`config.mk`:
```
export PLATFORM = sky130hd
export DESIGN_NAME = wb_cmd_master_flat
export DESIGN_NICKNAME = d
export VERILOG_FILES = /design/src/rtl/wb_cmd_master_if.sv /design/src/rtl/wb_cmd_master.sv /design/src/flat_wrapper.sv
export SDC_FILE = /design/constraint.sdc
export NUM_CORES = 1
export LEC_CHECK = 0
export CORE_ASPECT_RATIO = 1.75
export CORE_MARGIN = 4
export CORE_UTILIZATION = 41
export DETAILED_ROUTE_END_ITERATION = 8
export MAX_ROUTING_LAYER = met4
export PLACE_DENSITY = 0.8
export SYNTH_ARGS = -nofsm -noshare
export SYNTH_HDL_FRONTEND = slang
export SYNTH_SLANG_ARGS = --single-unit
```
`constraint.sdc`:
```
create_clock -name clk_i -period 2.4 [get_ports clk_i]
set_clock_uncertainty 0.2 [all_clocks]
set_input_delay 0.36 -clock clk_i [delete_from_list [all_inputs] [get_ports clk_i]]
set_output_delay 0.36 -clock clk_i [all_outputs]
set_load 0.05 [all_outputs]
```
`src/rtl/wb_cmd_master_if.sv`:
```
// ---------------------------------------------------------------------------
// wb_cmd_master_if
// Bundles the command stream, the response stream and the Wishbone classic
// bus seen by wb_cmd_master into a single interface.
//
// Signals
//   cmd_valid_i / cmd_ready_o   command handshake
//   cmd_we_i, cmd_adr_i, cmd_dat_i, cmd_sel_i   command payload
//   rsp_valid_o / rsp_ready_i   response handshake
//   rsp_dat_o, rsp_err_o        response payload
//   wb_cyc_o, wb_stb_o, wb_we_o, wb_adr_o, wb_dat_o, wb_sel_o   Wishbone request
//   wb_dat_i, wb_ack_i, wb_err_i                                Wishbone reply
//
// Modports
//   master : the wb_cmd_master block itself (Wishbone initiator side)
//   slave  : the environment (command source, response sink, Wishbone slave)
// ---------------------------------------------------------------------------
interface wb_cmd_master_if #(
    parameter int ADDR_W = 32,
    parameter int DATA_W = 32
);
    logic                  cmd_valid_i;
    logic                  cmd_ready_o;
    logic                  cmd_we_i;
    logic [ADDR_W-1:0]     cmd_adr_i;
    logic [DATA_W-1:0]     cmd_dat_i;
    logic [DATA_W/8-1:0]   cmd_sel_i;

    logic                  rsp_valid_o;
    logic                  rsp_ready_i;
    logic [DATA_W-1:0]     rsp_dat_o;
    logic                  rsp_err_o;

    logic                  wb_cyc_o;
    logic                  wb_stb_o;
    logic                  wb_we_o;
    logic [ADDR_W-1:0]     wb_adr_o;
    logic [DATA_W-1:0]     wb_dat_o;
    logic [DATA_W/8-1:0]   wb_sel_o;
    logic [DATA_W-1:0]     wb_dat_i;
    logic                  wb_ack_i;
    logic                  wb_err_i;

    modport master (
        input  cmd_valid_i, cmd_we_i, cmd_adr_i, cmd_dat_i, cmd_sel_i,
        input  rsp_ready_i,
        input  wb_dat_i, wb_ack_i, wb_err_i,
        output cmd_ready_o,
        output rsp_valid_o, rsp_dat_o, rsp_err_o,
        output wb_cyc_o, wb_stb_o, wb_we_o, wb_adr_o, wb_dat_o, wb_sel_o
    );

    modport slave (
        output cmd_valid_i, cmd_we_i, cmd_adr_i, cmd_dat_i, cmd_sel_i,
        output rsp_ready_i,
        output wb_dat_i, wb_ack_i, wb_err_i,
        input  cmd_ready_o,
        input  rsp_valid_o, rsp_dat_o, rsp_err_o,
        input  wb_cyc_o, wb_stb_o, wb_we_o, wb_adr_o, wb_dat_o, wb_sel_o
    );
endinterface

```
`src/rtl/wb_cmd_master.sv`:
```
// ---------------------------------------------------------------------------
// wb_cmd_master
// Wishbone classic single-transfer initiator. One accepted command becomes
// exactly one Wishbone read or write cycle; the outcome is returned on the
// response stream. Only one transfer is ever outstanding.
//
// Ports
//   clk_i    : clock, all logic on the rising edge
//   rst_n_i  : asynchronous active-low reset
//   bus      : wb_cmd_master_if.master (command, response, Wishbone signals)
//
// Parameters
//   ADDR_W      : address width
//   DATA_W      : data width, multiple of 8
//   TIMEOUT_CYC : BUS-state cycle limit, 1..65535 (timeout build only)
//
// Optional feature macro
//   WBM_TIMEOUT_EN : when defined, a BUS cycle that sees neither ack nor err
//                    for TIMEOUT_CYC cycles is aborted with an error response.
//                    When undefined, BUS waits for ack or err forever.
// ---------------------------------------------------------------------------
module wb_cmd_master #(
    parameter int ADDR_W      = 32,
    parameter int DATA_W      = 32,
    parameter int TIMEOUT_CYC = 255
) (
    input  logic              clk_i,
    input  logic              rst_n_i,
    wb_cmd_master_if.master   bus
);

    // Reject parameter sets the datapath cannot represent.
    generate
        if ((DATA_W % 8) != 0 || TIMEOUT_CYC < 1 || TIMEOUT_CYC > 65535) begin : gParamCheck
            $error("wb_cmd_master: illegal DATA_W or TIMEOUT_CYC");
        end
    endgenerate

    typedef enum logic [1:0] {
        IDLE = 2'd0,
        BUS  = 2'd1,
        RESP = 2'd2
    } state_t;

    state_t                r_state;
    logic                  r_cmdReady;
    logic                  r_cyc;
    logic                  r_we;
    logic [ADDR_W-1:0]     r_adr;
    logic [DATA_W-1:0]     r_dat;
    logic [DATA_W/8-1:0]   r_sel;
    logic                  r_rspValid;
    logic [DATA_W-1:0]     r_rspDat;
    logic                  r_rspErr;
    logic                  w_cmdFire;

`ifdef WBM_TIMEOUT_EN
    localparam logic [15:0] TO_LAST = 16'(TIMEOUT_CYC - 1);
    logic [15:0]           r_waitCnt;
    logic                  w_timeout;

    // The final permitted BUS cycle is the one where the count reaches
    // TIMEOUT_CYC-1; ack/err in that cycle still win over the abort.
    assign w_timeout = (r_waitCnt == TO_LAST);
`endif

    assign w_cmdFire = r_cmdReady & bus.cmd_valid_i;

    // Single registered FSM. Every output is a flop so the Wishbone side
    // never sees combinational paths from the command or response streams.
    // cmd_ready is only raised from the first edge after reset release,
    // and is re-raised on RESP exit so the next command can be taken
    // immediately in the following cycle.
    always_ff @(posedge clk_i or negedge rst_n_i) begin
        if (!rst_n_i) begin
            r_state    <= IDLE;
            r_cmdReady <= 1'b0;
            r_cyc      <= 1'b0;
            r_we       <= 1'b0;
            r_adr      <= '0;
            r_dat      <= '0;
            r_sel      <= '0;
            r_rspValid <= 1'b0;
            r_rspDat   <= '0;
            r_rspErr   <= 1'b0;
`ifdef WBM_TIMEOUT_EN
            r_waitCnt  <= '0;
`endif
        end else begin
            case (r_state)
                IDLE: begin
                    r_cmdReady <= 1'b1;
                    if (w_cmdFire) begin
                        r_cmdReady <= 1'b0;
                        r_we       <= bus.cmd_we_i;
                        r_adr      <= bus.cmd_adr_i;
                        r_dat      <= bus.cmd_dat_i;
                        r_sel      <= bus.cmd_sel_i;
                        r_cyc      <= 1'b1;
`ifdef WBM_TIMEOUT_EN
                        r_waitCnt  <= '0;
`endif
                        r_state    <= BUS;
                    end
                end

                BUS: begin
                    if (bus.wb_err_i) begin
                        r_cyc      <= 1'b0;
                        r_rspDat   <= '0;
                        r_rspErr   <= 1'b1;
                        r_rspValid <= 1'b1;
                        r_state    <= RESP;
                    end else if (bus.wb_ack_i) begin
                        r_cyc      <= 1'b0;
                        r_rspDat   <= r_we ? '0 : bus.wb_dat_i;
                        r_rspErr   <= 1'b0;
                        r_rspValid <= 1'b1;
                        r_state    <= RESP;
                    end
`ifdef WBM_TIMEOUT_EN
                    else if (w_timeout) begin
                        r_cyc      <= 1'b0;
                        r_rspDat   <= '0;
                        r_rspErr   <= 1'b1;
                        r_rspValid <= 1'b1;
                        r_state    <= RESP;
                    end else begin
                        r_waitCnt  <= r_waitCnt + 16'd1;
                    end
`endif
                end

                RESP: begin
                    if (bus.rsp_ready_i) begin
                        r_rspValid <= 1'b0;
                        r_cmdReady <= 1'b1;
                        r_state    <= IDLE;
                    end
                end

                default: begin
                    r_cyc      <= 1'b0;
                    r_rspValid <= 1'b0;
                    r_cmdReady <= 1'b0;
                    r_state    <= IDLE;
                end
            endcase
        end
    end

    assign bus.cmd_ready_o = r_cmdReady;
    assign bus.wb_cyc_o    = r_cyc;
    assign bus.wb_stb_o    = r_cyc;
    assign bus.wb_we_o     = r_we;
    assign bus.wb_adr_o    = r_adr;
    assign bus.wb_dat_o    = r_dat;
    assign bus.wb_sel_o    = r_sel;
    assign bus.rsp_valid_o = r_rspValid;
    assign bus.rsp_dat_o   = r_rspDat;
    assign bus.rsp_err_o   = r_rspErr;

endmodule

```
`src/flat_wrapper.sv`:
```
// flat-port wrapper written by rule: the top's interface ports become plain ports
module wb_cmd_master_flat 
#(
    parameter int ADDR_W      = 32,
    parameter int DATA_W      = 32,
    parameter int TIMEOUT_CYC = 255
)
  (clk_i, rst_n_i, bus_cmd_valid_i, bus_cmd_we_i, bus_cmd_adr_i, bus_cmd_dat_i, bus_cmd_sel_i, bus_rsp_ready_i, bus_wb_dat_i, bus_wb_ack_i, bus_wb_err_i, bus_cmd_ready_o, bus_rsp_valid_o, bus_rsp_dat_o, bus_rsp_err_o, bus_wb_cyc_o, bus_wb_stb_o, bus_wb_we_o, bus_wb_adr_o, bus_wb_dat_o, bus_wb_sel_o);
  wb_cmd_master_if #(.ADDR_W(ADDR_W), .DATA_W(DATA_W)) bus_i ();
  input  logic clk_i;
  input  logic rst_n_i;
  input wire logic [$bits(bus_i.cmd_valid_i)-1:0] bus_cmd_valid_i;
  input wire logic [$bits(bus_i.cmd_we_i)-1:0] bus_cmd_we_i;
  input wire logic [$bits(bus_i.cmd_adr_i)-1:0] bus_cmd_adr_i;
  input wire logic [$bits(bus_i.cmd_dat_i)-1:0] bus_cmd_dat_i;
  input wire logic [$bits(bus_i.cmd_sel_i)-1:0] bus_cmd_sel_i;
  input wire logic [$bits(bus_i.rsp_ready_i)-1:0] bus_rsp_ready_i;
  input wire logic [$bits(bus_i.wb_dat_i)-1:0] bus_wb_dat_i;
  input wire logic [$bits(bus_i.wb_ack_i)-1:0] bus_wb_ack_i;
  input wire logic [$bits(bus_i.wb_err_i)-1:0] bus_wb_err_i;
  output wire logic [$bits(bus_i.cmd_ready_o)-1:0] bus_cmd_ready_o;
  output wire logic [$bits(bus_i.rsp_valid_o)-1:0] bus_rsp_valid_o;
  output wire logic [$bits(bus_i.rsp_dat_o)-1:0] bus_rsp_dat_o;
  output wire logic [$bits(bus_i.rsp_err_o)-1:0] bus_rsp_err_o;
  output wire logic [$bits(bus_i.wb_cyc_o)-1:0] bus_wb_cyc_o;
  output wire logic [$bits(bus_i.wb_stb_o)-1:0] bus_wb_stb_o;
  output wire logic [$bits(bus_i.wb_we_o)-1:0] bus_wb_we_o;
  output wire logic [$bits(bus_i.wb_adr_o)-1:0] bus_wb_adr_o;
  output wire logic [$bits(bus_i.wb_dat_o)-1:0] bus_wb_dat_o;
  output wire logic [$bits(bus_i.wb_sel_o)-1:0] bus_wb_sel_o;
  assign bus_i.cmd_valid_i = bus_cmd_valid_i;
  assign bus_i.cmd_we_i = bus_cmd_we_i;
  assign bus_i.cmd_adr_i = bus_cmd_adr_i;
  assign bus_i.cmd_dat_i = bus_cmd_dat_i;
  assign bus_i.cmd_sel_i = bus_cmd_sel_i;
  assign bus_i.rsp_ready_i = bus_rsp_ready_i;
  assign bus_i.wb_dat_i = bus_wb_dat_i;
  assign bus_i.wb_ack_i = bus_wb_ack_i;
  assign bus_i.wb_err_i = bus_wb_err_i;
  assign bus_cmd_ready_o = bus_i.cmd_ready_o;
  assign bus_rsp_valid_o = bus_i.rsp_valid_o;
  assign bus_rsp_dat_o = bus_i.rsp_dat_o;
  assign bus_rsp_err_o = bus_i.rsp_err_o;
  assign bus_wb_cyc_o = bus_i.wb_cyc_o;
  assign bus_wb_stb_o = bus_i.wb_stb_o;
  assign bus_wb_we_o = bus_i.wb_we_o;
  assign bus_wb_adr_o = bus_i.wb_adr_o;
  assign bus_wb_dat_o = bus_i.wb_dat_o;
  assign bus_wb_sel_o = bus_i.wb_sel_o;
  wb_cmd_master #(.ADDR_W(ADDR_W), .DATA_W(DATA_W), .TIMEOUT_CYC(TIMEOUT_CYC)) u_core (.clk_i(clk_i), .rst_n_i(rst_n_i), .bus(bus_i));
endmodule
```
==> results.ini <==
[floorplanning]
io_pins = 213
core_area_um2 = 10700
die_w_um = 87.1
start_util = 0.419
dieArea_um2 = 12700
std_cell_rows = 50
die_h_um = 146

[drt]
wirelength_um = 12300
ant_nets = 0
drc = 0
drt_pass1_iterations = 4
drt_iter0_drc = 106
wl_per_cell_um = 18.6
viasPerCell = 4.98
vias = 3295

[critical_path]
critPathCaptureType = output port
worstPathCellList = clkdlybuf4s50_1
crit_fanout = 3
path_delay_family = buffers and inverters
cp-startpoint = u_core.bus.cmd_ready_o$_DFFE_PN0P_
r2r_cells = 4
reg2reg_from = u_core.r_state[1]$_DFFE_PN0P_
path_class = reg2out
cp_data_required_time_ps = 1840
cpPeakStageDelay_ps = 860
r2r_end = u_core.bus.wb_adr_o[22]$_DFFE_PN0P_
crit_buf_inv = 1
cp_data_arrival_time_ps = 1620
cp_slowest_cell = clkdlybuf4s50_1
reg2reg_slack_ps = 450
crit_path_start_kind = flop

[power]
p_leak_uw = 0.00303
ir_drop_mv = 1.20
power_uw = 12500
power_density_nw_per_um2 = 1780

[logic_synthesis]
synth_top_family_by_area = multiplexers
ys_seq_area_frac = 0.597
yosysWarnings = 0
synth_mux_area_frac = 0.229
postSynthAreaPerCell_um2 = 14.4
synth_cells = 312
synth-xor-area-share = 0
synth_compound_area_frac = 0.0843
synthAdderAreaFrac = 0
netlist_area_um2 = 4480
ys_types = 23
postSynthRegisterBits = 107
synth_nets = 419
synth_simple_gate_area_frac = 0.0432

[run]
drv_cap = 0

[placed_design]
dp_hpwl_um = 9250
placed_area_um2 = 6700
port_buffers = 212
place.gp.congestion = 0.734

[cells_and_area]
most-common-layout-cells = clkdlybuf4s50_1 (211), dfrtp_1 (107), mux2_4 (67), o21ai_0 (52), nand2_1 (35)
n_fill_cell = 775
nets = 633
synthToLayoutAreaGrowth_pct = 57.1
post-route-util = 0.658
final_area_um2 = 7040
drive_gt1_frac = 0.196
mostFrequentLayoutCell = clkdlybuf4s50_1
insertedDiodeCount = 0

[timing]
tightestPinTransition_ps = 1060
setup_viol = 0
rsz0062_at_grt = false
post-route-min-period_ps = 2180
slew_violations = 0
hold_viol_final = 0
tns_ps = 0
slew_headroom = 0.289
fmax_ghz = 0.459
min_period_over_period = 0.908

[cts]
numCtsBuffers = 9
cts_root_buf = clkbuf_16
cts_resized = 0
htreeDepth = 3
cts_setup_buffers = 0
clock_latency_ps = 340
clockBufferDepth = 2
cts_tree = yes
clock_sinks = 107
path_clk_slew_ps = 80

[outcome]
outcome = finished clean

[global_route]
overflow = 0
grt_usage = 0.201
grt_first_pass_wirelength_um = 19300
grt_max_degree = 62
grt_pass1_vias = 3706
antenna_found_initial = 0

[worst_hold_path]
hold_path.class = in2async

-- per-stage QoR --
stage          cells  worst slack, ps  hold slack (ps)
2_1_floorplan    312              481             -136
3_3_place_gp     644              139             60.0
3_5_place_dp     644             84.1             72.0
4_1_cts          661              185              241
5_1_grt          661              157              262
6_report         661              221              241
-- cell type report --
type | instances | area, µm² | share of cell area
timing repair buffer | 224 | 2260 | 0.321
clock buffer | 9 | 225 | 0.0320
clock inverter | 7 | 104 | 0.0147
multi-input combinational | 184 | 1610 | 0.229
tap | 130 | 163 | 0.0231
sequential | 107 | 2680 | 0.380
-- flip-flops by register name, summed over array words and instances, names as in the netlist, 2 cells and up --
register              cells
u_core.bus.wb_sel_o       4
u_core.r_state            2
u_core.bus.wb_adr_o      32
u_core.bus.rsp_dat_o     32
u_core.bus.wb_dat_o      32
-- cells in the mapped netlist, drive strengths merged --
cell,instances,area share
dfrtp,107,0.60
mux2,69,0.23
o21ai,67,0.076
nand2,35,0.029
clkbuf,11,0.0095
buf,10,0.037
nor2,3,0.0025
a21o,2,0.0033
nand2b,2,0.0050
a211oi,1,0.0017
a22o,1,0.0020
and2b,1,0.0020
nor3b,1,0.0028
o31ai,1,0.0017
or2b,1,0.0017
-- per-layer routing --
metal | wire length, µm | share of wire | GRT usage | vias to the layer above
met4 | 437 | 0.035 | 0.0889 | 0
met5 | 0 | 0 | - | -
met1 | 4410 | 0.36 | 0.215 | 1602
li1 | - | - | - | 1509
met2 | 6540 | 0.53 | 0.347 | 157
met3 | 929 | 0.075 | 0.0457 | 27
-- cell families after synthesis --
| family | after synthesis |
|---|---|
| muxes | 69 |
| buffers and inverters | 21 |
| AOI/OAI and AO/OA | 72 |
| DFF | 107 |
| and+or+nand+nor | 43 |
-- repair_timing --
item                                   CTS  global route
hold buffers                             1             0
setup endpoints to repair                0             0
endpoints found under the hold margin   19             0
-- power breakdown --
group,switching (µW),internal [µW]
Combinational,4640,2970
Sequential,543,2730
Clock,683,932
Total,5870,6630
-- worst max-delay path by stage --
stage,endpoint,slack [ps],cells past startpoint
after floorplan,u_core.bus.wb_adr_o[0]$_DFFE_PN0P_,480,5
after global placement,u_core.bus.rsp_dat_o[5]$_DFFE_PN0P_,140,4
after detailed placement,u_core.bus.rsp_dat_o[21]$_DFFE_PN0P_,80,4
after CTS,bus_cmd_ready_o,190,1
after global routing,bus_cmd_ready_o,160,1
final,bus_cmd_ready_o,220,1
Power figures use the tool's default switching activity.
